$ cat src/rtl/crc32_lut_seq.sv
// crc32_lut_seq: byte-serial CRC-32 sequencer in front of a shared 256-entry lookup table.
//
// Takes 32-bit words on a valid/ready stream and does one table lookup per byte, least
// significant byte first. The running CRC is kept across words of a frame. The finished
// CRC (crc ^ XOROUT) is offered on a valid/ready output.
//
// Ports:
//   clk, rst               clock, asynchronous active-high reset
//   in_valid/in_ready      input word handshake
//   in_data                data word, byte 0 = in_data[7:0]
//   in_first, in_last      frame delimiters (in_first reseeds the CRC)
//   in_nbytes              valid bytes in a last word (0 means 4)
//   tab_en, tab_addr       table lookup request (combinational from state)
//   tab_rdata              table entry at tab_addr, same cycle
//   out_valid/out_ready    final CRC handshake
//   out_crc                crc ^ XOROUT
//   busy                   high whenever not idle
module crc32_lut_seq #(
  parameter logic [31:0] INIT   = 32'hFFFFFFFF,
  parameter logic [31:0] XOROUT = 32'hFFFFFFFF
) (
  input  logic        clk,
  input  logic        rst,
  input  logic        in_valid,
  output logic        in_ready,
  input  logic [31:0] in_data,
  input  logic        in_first,
  input  logic        in_last,
  input  logic [2:0]  in_nbytes,
  output logic        tab_en,
  output logic [7:0]  tab_addr,
  input  logic [31:0] tab_rdata,
  output logic        out_valid,
  input  logic        out_ready,
  output logic [31:0] out_crc,
  output logic        busy
);

  typedef enum logic [1:0] {StIdle, StBusy, StDone} state_e;

  state_e      state_q, state_d;
  logic [31:0] crc_q, crc_d;
  logic [31:0] data_q, data_d;
  logic        last_q, last_d;
  logic [1:0]  k_q, k_d;
  logic [2:0]  n_q, n_d;
  logic [7:0]  cur_byte;
  logic        byte_done;

  always_comb begin
    cur_byte = 8'h00;
    unique case (k_q)
      2'd0: cur_byte = data_q[7:0];
      2'd1: cur_byte = data_q[15:8];
      2'd2: cur_byte = data_q[23:16];
      2'd3: cur_byte = data_q[31:24];
      default: cur_byte = 8'h00;
    endcase
  end

  assign byte_done = ({1'b0, k_q} == (n_q - 3'd1));

  always_comb begin
    state_d   = state_q;
    crc_d     = crc_q;
    data_d    = data_q;
    last_d    = last_q;
    k_d       = k_q;
    n_d       = n_q;
    in_ready  = 1'b0;
    out_valid = 1'b0;
    tab_en    = 1'b0;
    tab_addr  = 8'h00;

    unique case (state_q)
      StIdle: begin
        in_ready = 1'b1;
        if (in_valid) begin
          data_d = in_data;
          last_d = in_last;
          // Out-of-range counts (5..7) are treated as a full word so k always reaches n-1.
          n_d    = (in_last && (in_nbytes inside {3'd1, 3'd2, 3'd3})) ? in_nbytes : 3'd4;
          k_d    = 2'd0;
          if (in_first) begin
            crc_d = INIT;
          end
          state_d = StBusy;
        end
      end
      StBusy: begin
        tab_en   = 1'b1;
        tab_addr = crc_q[7:0] ^ cur_byte;
        crc_d    = {8'h00, crc_q[31:8]} ^ tab_rdata;
        k_d      = k_q + 2'd1;
        if (byte_done) begin
          state_d = last_q ? StDone : StIdle;
        end
      end
      StDone: begin
        out_valid = 1'b1;
        if (out_ready) begin
          // Reseed here so a following frame without in_first still starts from INIT.
          crc_d   = INIT;
          state_d = StIdle;
        end
      end
      default: state_d = StIdle;
    endcase
  end

  assign busy    = (state_q != StIdle);
  assign out_crc = crc_q ^ XOROUT;

  always_ff @(posedge clk or posedge rst) begin
    if (rst) begin
      state_q <= StIdle;
      crc_q   <= INIT;
      data_q  <= 32'h0;
      last_q  <= 1'b0;
      k_q     <= 2'd0;
      n_q     <= 3'd4;
    end else begin
      state_q <= state_d;
      crc_q   <= crc_d;
      data_q  <= data_d;
      last_q  <= last_d;
      k_q     <= k_d;
      n_q     <= n_d;
    end
  end

endmodule

$ cat config.mk
export PLATFORM = sky130hd
export DESIGN_NAME = crc32_lut_seq
export DESIGN_NICKNAME = d
export VERILOG_FILES = /design/src/rtl/crc32_lut_seq.sv
export SDC_FILE = /design/constraint.sdc
export NUM_CORES = 1
export LEC_CHECK = 0
export ABC_CLOCK_PERIOD_IN_PS = 2500
export CELL_PAD_IN_SITES_DETAIL_PLACEMENT = 1
export CELL_PAD_IN_SITES_GLOBAL_PLACEMENT = 1
export CORE_MARGIN = 2
export CORE_UTILIZATION = 36
export CTS_BUF_LIST = sky130_fd_sc_hd__clkbuf_4 sky130_fd_sc_hd__clkbuf_8
export CTS_CLUSTER_DIAMETER = 80
export DETAILED_ROUTE_END_ITERATION = 10
export MAX_ROUTING_LAYER = met4
export PLACE_DENSITY = 0.82
export SYNTH_ARGS = -nofsm -noshare
export SYNTH_HDL_FRONTEND = slang
export SYNTH_SLANG_ARGS = --single-unit
$ cat constraint.sdc
create_clock -name clk -period 2.5 [get_ports clk]
set_input_delay 0.5 -clock clk [delete_from_list [all_inputs] [get_ports clk]]
set_output_delay 0.5 -clock clk [all_outputs]
set_load 0.005 [all_outputs]
==> impl_metrics.json <==
{
  "track_usage_pct": 18.8,
  "core_area_mm2": 0.00964,
  "nFillCells": 1080,
  "dpl_cell_area_mm2": 0.00488,
  "hp-class": "flop to flop",
  "yosysMostFrequentCell": "inv_1",
  "wl_per_cell_um": 16.2,
  "drt_iter0_markers": 67,
  "yosysUniqueCellTypes": 28,
  "port_buffers": 116,
  "synth_area_leaders": "dfrtp_1, dfstp_2, mux2_2, xnor2_1, a31oi_1",
  "cp.arrival_ps": 2070,
  "io_pins": 117,
  "globalRouteOverflowTotal": 0,
  "rsz0062_at_grt": "yes",
  "antenna_cells": 0,
  "utilization_pct": 53.7,
  "layout-drive-gt1-share_pct": 24.3,
  "fp-row-count": 36,
  "vias": 2862,
  "antenna_found_initial": 0,
  "finalSetupViolCount": 1,
  "critPathLaunch": "k_q[1]",
  "cts_buffers": 9,
  "grt_pass1_vias": 2981,
  "synth_cells": 332,
  "crit_family": "compound AO/OA/AOI/OAI gates",
  "die_height_um": 103,
  "syn2layout_area_growth_pct": 46.1,
  "max-vdd-ir-drop_mv": 0.609,
  "final_antenna_net_count": 0,
  "final.min_clock_period_ps": 2570,
  "synthArstFlopShare_pct": 100,
  "final_nets": 533,
  "start_util_pct": 36.7,
  "grt_max_degree": 73,
  "synth_area_per_cell_um2": 10.7,
  "use_met1_pct": 22.1,
  "synth_top_cell_by_area": "dfrtp_1",
  "wirelength_mm": 9.56,
  "gr-usage-met2_pct": 31.7,
  "grt_most_used_layer": "met2",
  "cp.required_ps": 2000,
  "violations": "setup timing",
  "max_freq_mhz": 389,
  "setup.worst_path.end_class": "primary output",
  "drtPass1Iterations": 4,
  "worstSetupPathType": "flop to primary output",
  "clockBufferDepth": 2,
  "clock-skew-final_ps": 7.44,
  "clk_latency_ps": 360,
  "slowest_stage": "dfrtp_2",
  "status": "finished, violations left",
  "worstMarginPinSlew_ps": 608,
  "crit_fanout": 8,
  "setup_tns_ps": -70.7,
  "viasPerCell": 4.85,
  "ys_warn_count": 0,
  "drc": 0,
  "p_leak_uw": 0.00222,
  "place_hpwl_mm": 7.00,
  "grt_first_pass_wirelength_mm": 14.6,
  "synth.net_count": 413,
  "crit_path_max_incr_delay_ps": 430,
  "min_from": "n_q[2]",
  "ys_ff_latch": 72,
  "htree_levels": 3,
  "place_congestion": 0.830,
  "setup_ws_ps": -70.7,
  "cts_tree": "yes",
  "maxCapViolCount": 0,
  "seq_area_frac_synth_pct": 52.1,
  "die_x_um": 103,
  "clk_pin_slew_ps": 80,
  "synth_ff_type": "dfrtp_1",
  "startpoint_type": "flop",
  "root_buffer": "clkbuf_8",
  "design_area_mm2": 0.00517,
  "power_density_mw_per_mm2": 1280,
  "worst-path-buf-inv": 2,
  "r2r_start": "state_q[0]",
  "met3_usage_pct": 3.53,
  "netlist_area_mm2": 0.00354,
  "dieArea_mm2": 0.0106,
  "hold_viol_final": 0,
  "relSlewSlack_pct": 59.4,
  "period_share_pct": 103,
  "numClockSinks": 72,
  "synth_top_area_share_pct": 27.6,
  "synth-edff-count": 0,
  "netlist_top_cells_count": "inv_1, dfrtp_1, nor2_1",
  "drv_slew": 0,
  "cp_cell_sequence": "buf_12 > ha_4 > a222oi_1 > o21ai_1 > xnor2_1 > nor2_1 > buf_2"
}
## cells in the final DEF (no fill, tap or decap), drive strengths merged
| master | Yosys | final |
|---|---|---|
| clkdlybuf4s50 | 0 | 108 |
| inv | 41 | 41 |
| dfrtp | 39 | 39 |
| nor2 | 35 | 35 |
| xnor2 | 34 | 34 |
| mux2 | 33 | 33 |
| dfstp | 33 | 33 |
| o21ai | 28 | 28 |
| a31oi | 25 | 25 |
| buf | 10 | 19 |
| nand2 | 11 | 11 |
| clkbuf | 8 | 9 |
| a222oi | 8 | 8 |
| ha | 8 | 8 |
| nand3 | 3 | 3 |
| bufinv | 0 | 3 |
| clkinv | 0 | 3 |
| nand2b | 2 | 2 |
| nor2b | 2 | 2 |
| xor2 | 2 | 2 |
| a22o | 2 | 2 |
| a21oi | 2 | 2 |
| or2 | 1 | 1 |
| o31ai | 1 | 1 |
| nor3b | 1 | 1 |
| o32a | 1 | 1 |
| mux2i | 1 | 1 |
| a32oi | 1 | 1 |
| clkinvlp | 0 | 1 |
## stage by stage
step           power [µW]  instances  worst slack, ps  hold WS (ps)
3_5_place_dp         5500        570            -80.8           495
5_1_grt              7090        590             -139           523
6_report             6610        590            -70.7           506
3_3_place_gp         5340        570             46.9           479
4_1_cts              6680        589            -97.1           511
2_1_floorplan        4080        332              230           465
## final timing paths
| path | end | slack, ps | cells after the start |
|---|---|---|---|
| setup reg to reg | crc_q[25] | 600 | 7 |
| min in group asynchronous | state_q[1] | 520 | 3 |
| setup / recovery | tab_addr[7] | -70 | 7 |
| hold reg to reg | n_q[2] | 510 | 2 |
| max in group asynchronous | crc_q[4] | 1580 | 3 |
| hold / removal | n_q[2] | 510 | 2 |
## per-layer routing
| metal | vias up | part of all wire [%] |
|---|---|---|
| met5 | - | 0 |
| met2 | 80 | 53 |
| met4 | 0 | 1.4 |
| met1 | 1416 | 42 |
| li1 | 1357 | - |
| met3 | 9 | 4.2 |
## kinds of logic (layout without fill, tap and decap cells)
kind of cell | Yosys count | count (layout) | share of synthesized area [%]
XOR/XNOR | 36 | 36 | 8.91
AO/OA/AOI/OAI | 68 | 68 | 12.3
buffers and inverters | 59 | 184 | 6.75
flip-flops | 72 | 72 | 52.1
multiplexers | 34 | 34 | 10.8
AND/OR/NAND/NOR | 55 | 55 | 6.40
adder cells (fa/ha/maj) | 8 | 8 | 2.83
## registers in the layout, summed over array words and instances (netlist names)
register	count
crc_q	32
data_q	32
k_q	2
last_q	1
n_q	3
state_q	2
## repair_timing
action,in CTS,in global routing
hold endpoints to repair,0,0
buffers inserted,3,1
endpoints found under the setup margin,8,8
resized for setup,47,1
hold buffers,0,0
pin swaps,20,16
## power breakdown
part	leakage, µW	internal [µW]	switching, µW
Combinational	0.00129	1710	1530
Clock	0.000119	664	460
Sequential	0.000810	1850	402
Total	0.00222	4230	2390
## final cells by class
cell class	instances	area [µm²]	share of cell area (%)
Tap cell	133	166	3.22
Inverter	41	154	2.98
Multi-Input combinational cell	201	1510	29.1
Sequential cell	72	1850	35.7
Timing Repair Buffer	127	1260	24.3
Clock inverter	7	120	2.32
Clock buffer	9	124	2.39
## worst min-delay path, cell delays in order, from the launching register on
cell and delay, ps:
dfstp_2 380, nand2_1 50, o21ai_0 80
Note: power is estimated with default switching activity, not from simulation.
